File: src/rtl/multicycle_ctrl.sv
// Multicycle control unit: sequences FETCH/DECODE/EXEC/MEM/WB, drives all datapath strobes and the ALU op.
// Latency: R-type/ADDI/SW 4, LW 5, BEQ 3, J 2 cycles with zero-wait memory; each memory wait cycle adds one.
// Backpressure: mem_rd/mem_wr and the address select are held steady until mem_ready; mem_ready is ignored elsewhere.
//
// Ports:
//   clk, rst_n             clock (rising edge), asynchronous active-low reset
//   opcode, funct          IR[15:12] and IR[3:0]; opcode is stable from DECODE until the next fetch completes
//   zero                   ALU zero flag, consumed by BEQ in EXEC
//   mem_ready              memory completes the current read/write this cycle
//   mem_rd, mem_wr, iord   memory strobes and address select (0 = PC, 1 = ALUOut)
//   ir_we, pc_we, reg_we   register write enables
//   pc_src                 00 = ALU result, 01 = ALUOut, 10 = jump target
//   alu_src_a, alu_src_b   ALU operand selects
//   alu_op                 4-bit ALU function code
//   reg_dst, mem_to_reg    writeback destination / data selects
//   illegal                one-cycle pulse in DECODE on an undefined opcode
//   halted                 high in HALT
//   retired                count of completed instructions (wraps)

module multicycle_ctrl #(
    parameter int CNT_W = 16
) (
    input  logic             clk,
    input  logic             rst_n,
    input  logic [3:0]       opcode,
    input  logic [3:0]       funct,
    input  logic             zero,
    input  logic             mem_ready,
    output logic             mem_rd,
    output logic             mem_wr,
    output logic             iord,
    output logic             ir_we,
    output logic             pc_we,
    output logic             reg_we,
    output logic [1:0]       pc_src,
    output logic             alu_src_a,
    output logic [1:0]       alu_src_b,
    output logic [3:0]       alu_op,
    output logic             reg_dst,
    output logic             mem_to_reg,
    output logic             illegal,
    output logic             halted,
    output logic [CNT_W-1:0] retired
);

    // ALU function codes used by the controller itself.
    localparam logic [3:0] FUNCT_ADD = 4'h0;
    localparam logic [3:0] FUNCT_SUB = 4'h1;

    localparam logic [3:0] OP_RTYPE = 4'd0;
    localparam logic [3:0] OP_ADDI  = 4'd1;
    localparam logic [3:0] OP_LW    = 4'd2;
    localparam logic [3:0] OP_SW    = 4'd3;
    localparam logic [3:0] OP_BEQ   = 4'd4;
    localparam logic [3:0] OP_J     = 4'd5;
    localparam logic [3:0] OP_HALT  = 4'd15;

    typedef enum logic [2:0] {
        S_FETCH  = 3'd0,
        S_DECODE = 3'd1,
        S_EXEC   = 3'd2,
        S_MEM    = 3'd3,
        S_WB     = 3'd4,
        S_HALT   = 3'd5
    } state_t;

    state_t state;
    logic   op_legal;
    logic   retire;

    always_comb begin
        op_legal = 1'b0;
        case (opcode)
            OP_RTYPE, OP_ADDI, OP_LW, OP_SW, OP_BEQ, OP_J, OP_HALT: op_legal = 1'b1;
            default:                                                op_legal = 1'b0;
        endcase
    end

    // An instruction retires on the cycle its last architectural update happens.
    always_comb begin
        retire = 1'b0;
        case (state)
            S_DECODE: retire = (opcode == OP_J);
            S_EXEC:   retire = (opcode == OP_BEQ);
            S_MEM:    retire = (opcode == OP_SW) && mem_ready;
            S_WB:     retire = 1'b1;
            default:  retire = 1'b0;
        endcase
    end

    always_ff @(posedge clk or negedge rst_n) begin
        if (!rst_n) begin
            state   <= S_FETCH;
            retired <= '0;
        end else begin
            if (retire) begin
                retired <= retired + CNT_W'(1);
            end
            case (state)
                S_FETCH: begin
                    if (mem_ready) begin
                        state <= S_DECODE;
                    end
                end
                S_DECODE: begin
                    if (opcode == OP_HALT) begin
                        state <= S_HALT;
                    end else if (opcode == OP_J || !op_legal) begin
                        state <= S_FETCH;
                    end else begin
                        state <= S_EXEC;
                    end
                end
                S_EXEC: begin
                    case (opcode)
                        OP_RTYPE, OP_ADDI: state <= S_WB;
                        OP_LW, OP_SW:      state <= S_MEM;
                        default:           state <= S_FETCH;
                    endcase
                end
                S_MEM: begin
                    if (mem_ready) begin
                        state <= (opcode == OP_SW) ? S_FETCH : S_WB;
                    end
                end
                S_WB:    state <= S_FETCH;
                S_HALT:  state <= S_HALT;
                default: state <= S_FETCH;
            endcase
        end
    end

    // Outputs decode from state plus inputs so that the fetch/MEM handshake and
    // the branch enable react in the same cycle mem_ready / zero arrive.
    always_comb begin
        mem_rd     = 1'b0;
        mem_wr     = 1'b0;
        iord       = 1'b0;
        ir_we      = 1'b0;
        pc_we      = 1'b0;
        reg_we     = 1'b0;
        pc_src     = 2'b00;
        alu_src_a  = 1'b0;
        alu_src_b  = 2'b00;
        alu_op     = FUNCT_ADD;
        reg_dst    = 1'b0;
        mem_to_reg = 1'b0;
        illegal    = 1'b0;
        halted     = 1'b0;

        case (state)
            S_FETCH: begin
                mem_rd    = 1'b1;
                alu_src_b = 2'b01;
                ir_we     = mem_ready;
                pc_we     = mem_ready;
            end
            S_DECODE: begin
                // Branch target is precomputed into ALUOut here.
                alu_src_b = 2'b11;
                if (opcode == OP_J) begin
                    pc_we  = 1'b1;
                    pc_src = 2'b10;
                end
                illegal = !op_legal;
            end
            S_EXEC: begin
                alu_src_a = 1'b1;
                case (opcode)
                    OP_RTYPE: begin
                        alu_src_b = 2'b00;
                        alu_op    = funct;
                    end
                    OP_ADDI, OP_LW, OP_SW: begin
                        alu_src_b = 2'b10;
                    end
                    OP_BEQ: begin
                        alu_src_b = 2'b00;
                        alu_op    = FUNCT_SUB;
                        pc_src    = 2'b01;
                        pc_we     = zero;
                    end
                    default: begin
                        alu_src_b = 2'b00;
                    end
                endcase
            end
            S_MEM: begin
                iord   = 1'b1;
                mem_rd = (opcode == OP_LW);
                mem_wr = (opcode == OP_SW);
            end
            S_WB: begin
                reg_we     = 1'b1;
                reg_dst    = (opcode == OP_RTYPE);
                mem_to_reg = (opcode == OP_LW);
            end
            S_HALT: begin
                halted = 1'b1;
            end
            default: begin
                halted = 1'b0;
            end
        endcase

        // Reset forces strobes low without waiting for a clock.
        if (!rst_n) begin
            mem_rd  = 1'b0;
            mem_wr  = 1'b0;
            ir_we   = 1'b0;
            pc_we   = 1'b0;
            reg_we  = 1'b0;
            illegal = 1'b0;
        end
    end

endmodule

File: config.mk
export PLATFORM = sky130hd
export DESIGN_NAME = multicycle_ctrl
export DESIGN_NICKNAME = d
export VERILOG_FILES = /design/src/rtl/multicycle_ctrl.sv
export SDC_FILE = /design/constraint.sdc
export NUM_CORES = 1
export LEC_CHECK = 0
export CAP_MARGIN = 30
export CORE_ASPECT_RATIO = 1.1
export CORE_MARGIN = 1.5
export CORE_UTILIZATION = 43
export CTS_CLUSTER_SIZE = 8
export DETAILED_ROUTE_END_ITERATION = 8
export GPL_TIMING_DRIVEN = 0
export PLACE_DENSITY = 0.78
export SETUP_SLACK_MARGIN = 0.1
export SYNTH_ARGS = -nofsm -noshare
export SYNTH_HDL_FRONTEND = slang
export SYNTH_SLANG_ARGS = --single-unit
File: constraint.sdc
create_clock -name clk -period 2.96 [get_ports clk]
set_input_delay 0.592 -clock clk [delete_from_list [all_inputs] [get_ports clk]]
set_output_delay 0.592 -clock clk [all_outputs]
set_load 0.005 [all_outputs]
After elaboration in Yosys (flattened, before gate mapping):

Cells that the tools add are included.

* flip-flop bits (word level): 19
* output and inout bits: 35
* logic and storage cells: 61

* $add $sub $neg: 1
* equality and inequality tests: 13
* muxes and demuxes: 35
* reductions and logical operators: 10

Operator list (number)
* $mux W1: 19
* $add A16 B1 Y16 const B: 1
* $pmux W3 S5: 1
* $mux W3: 4
* $eq A4 B2 Y1 const B: 2
* $eq A4 B3 Y1 const B: 2
* $pmux W4 S2: 1
* $reduce_or A7 Y1: 1
* $eq A3 B2 Y1 const B: 2
* $eq A3 B3 Y1 const B: 2
* $mux W2: 3
* $pmux W2 S3: 1
* $pmux W3 S2: 1
* $eq A4 B1 Y1 const B: 1
* $eq A4 B4 Y1 const B: 1
* $logic_not A4 Y1: 1
* $mux W4: 1
* $ne A2 B2 Y1 const B: 2
* $pmux W1 S4: 1
* $pmux W2 S2: 1
* $reduce_or A2 Y1: 2
* $eq A3 B1 Y1 const B: 1
* $logic_not A3 Y1: 1
* $pmux W1 S3: 1
* 6 further kinds: 6

Logic depth before layout (Yosys ltp):

* depth after elaboration: 8
* mapped depth: 7

Worst setup path after synthesis:

OpenSTA, ideal clock, no wires.

* path kind: input-to-output
* start point: input opcode[0]
* end point: output alu_op[1]
* arrival time: 1.423 ns
* data required time: 2.368 ns
* setup slack: 0.945 ns
* stages on the path: 4
* cells stage by stage: buf_4 > or3_1 > nor2_1 > and2_1

* cells in the longest elaborated chain, start to end: 3
* elaborated cells on any way between the ends: 4
* classes of those cells: eq/ne (1); mux (2); reduce/logical (1)

Ends and longest elaborated chain
* from (decl): line 25 `input logic [3:0] opcode,`
* $eq A4 B3 Y1 / $logic_not A4 Y1 (equally long branches): line 169 `case (opcode)`
* $pmux W4 S2 (*): line 169
* $mux W4 (*): line 151 `case (state)`
* to (decl): line 38 `output logic [3:0] alu_op,`

Every way passes the cells marked *; elsewhere a longest branch is shown, timed or not.

Worst setup path after layout:

Ends and elaborated chain as after synthesis.

==> flow_summary.ini <==
[critical_path]
worstPathArrival_ps = 2200
path_class = in2out
cp_max_fo = 10
start_kind = input port
cp_data_required_time_ps = 2370
cp-end-kind = output port

[grt]
grt_pass1_wl_mm = 5.13
use_met2_pct = 37.3
first_global_vias = 1175
antenna_found_initial = 0
use_met1_pct = 26.5
overflow = 0
grt_max_degree = 23
met3_usage_pct = 2.50
gr-usage-all-layers_pct = 21.4
grt.busiest_layer = met2

[timing]
fmax_ghz = 0.358
finalMaxSlewViolations = 0
finalCriticalPeriod_ps = 2790
whs_ps = 358
finClkSkew_ps = 4.22
rsz0062_at_grt = no
layout_setup_ws_ps = 169
hold_violations = 0
relSlewSlack_pct = 63.4
period_share_pct = 94.3
worst_pin_slew_ps = 548
setup_viol = 0

[yosys]
synth_area_mm2 = 0.00126
syn_inst = 139
ys_async_sr_fraction_pct = 100
synth_fp_nets = 152
synth_largest_area_cell = dfrtp_1
syn_area_per_cell_um2 = 9.04
synth_ff_type = dfrtp_1
ys_ff_latch = 19
synth_top_area_share_pct = 37.8
synth_edf_count = 0
synth_area_leaders = dfrtp_1, xnor2_1, nand2_1
synth.distinct_cells = 39
ys_seq_area_share_pct = 37.8
yosys_warnings = 0

[placement]
dp_slack_ps = -406
dp_hpwl_mm = 2.33
io_buffer_count = 45
gp_congestion = 0.855

[clock_tree]
clk_latency_ps = 300
h-tree-depth = 1
cts.clk_slew.worst_paths_ps = 100
numCtsBuffers = 3
root_buffer = clkbuf_4
tritoncts = built
clk_path_buf_depth = 2
cts.sinks = 19

[die]
die_h_um = 59.7
rows = 20
start_util_pct = 45.2
dieArea_mm2 = 0.00325
coreArea_mm2 = 0.00278
ioPinCount = 47
die_w_um = 54.5

[drt]
drtPass1Iterations = 4
avgViaCountPerCell = 5.60
drc = 0
postRouteWirelength_mm = 3.21
routedWlPerCell_um = 14.5
ant_nets = 0
drt_iter0_markers = 57
vias = 1243

[final_layout]
drive_gt1_share_pct = 13.8
layout_commonest_cell = clkdlybuf4s50_1
final_cell_mix = clkdlybuf4s50_1, dfrtp_1, nand2_1, xnor2_1, nor2_1
utilization_pct = 65.6
syn_to_final_growth_pct = 45.1
diodes = 0
fin_nets = 203

[run_status]
status = complete, no violations

[min_path]
hp-class = in2async

[power_and_ir_drop]
powerDensity_mw_per_mm2 = 571
ir_drop_uv = 462
finalPower_w = 0.00104
leakage_nw = 0.765

[run]
maxCapViolations = 0
==> synth_stat cells, types with 4 or more instances <==
library cell	n
nor3_1	4
dfrtp_1	19
nor2_1	14
nand2_1	15
nand3_1	6
and3_1	4
nand4_1	9
and2_1	6
o21ai_0	5
and4_1	4
xnor2_1	14
==> worst paths after layout <==
path | start | endpoint | slack (ps) | cells past startpoint
max in group asynchronous | rst_n | retired[11] | 2240 | 1
min in group clk | retired[15] | retired[15] | 480 | 1
max reg2reg | state[0] | retired[14] | 1140 | 7
min reg2reg | retired[15] | retired[15] | 480 | 1
min | rst_n | retired[2] | 360 | 1
max | opcode[0] | alu_op[1] | 170 | 6
==> layout make-up <==
class / instances / area, um2
fill: 228 / 955
buffer: 9 / 66.3
inverter: 3 / 11.3
multi-input combinational: 108 / 744
tap: 33 / 41.3
clock buffer: 4 / 26.3
timing repair buffer: 46 / 458
sequential: 19 / 475
==> worst max-delay path, cell delays in order <==
cell and delay (ps):
dlygate4sd2_1 280, buf_6 160, or3_4 400, nor2_4 130
and2_1 140, clkdlybuf4s50_1 500
==> cell families after synthesis <==
family,Yosys count,synth area share (%)
muxes,2,1.69
AOI/OAI and AO/OA,15,9.26
and+or+nand+nor,75,34.4
xor gates and xnor gates,15,10.5
DFF,19,37.8
adders and majority gates,1,0.996
buffers and inverters,12,5.38
==> what timing repair did <==
item,in CTS,in global routing
pin swaps,1,1
setup endpoints to repair,14,5
resized for setup,12,9
buffers inserted,1,0
hold buffers,0,0
==> stage by stage <==
| step | setup TNS [ps] | instance area [um2] | cells |
|---|---|---|---|
| 6_report | 0 | 1820 | 222 |
| 2_1_floorplan | 0 | 1260 | 139 |
| 4_1_cts | 0 | 1800 | 222 |
| 3_3_place_gp | -1830 | 1750 | 217 |
| 5_1_grt | 0 | 1820 | 222 |
| 3_5_place_dp | -2210 | 1750 | 217 |
==> routing by layer <==
metal,up-vias,wire length (um),share of wire (%)
li1,599,-,-
met1,595,1410,44
met2,42,1640,51
met3,7,103,3.2
met4,0,61,1.9
met5,-,0,0
==> registers in the layout, indices dropped and copies added, names as in the netlist <==
register,cells
retired,16
state,3
==> where the power goes <==
group          total (W)  switching, W  internal [W]  leakage [nW]
combinational   0.000552      0.000265      0.000288         0.495
clock           0.000128     0.0000753     0.0000525        0.0150
sequential      0.000360     0.0000531      0.000307         0.255
total            0.00104      0.000393      0.000647         0.765
Power figures use the tool's default switching activity.
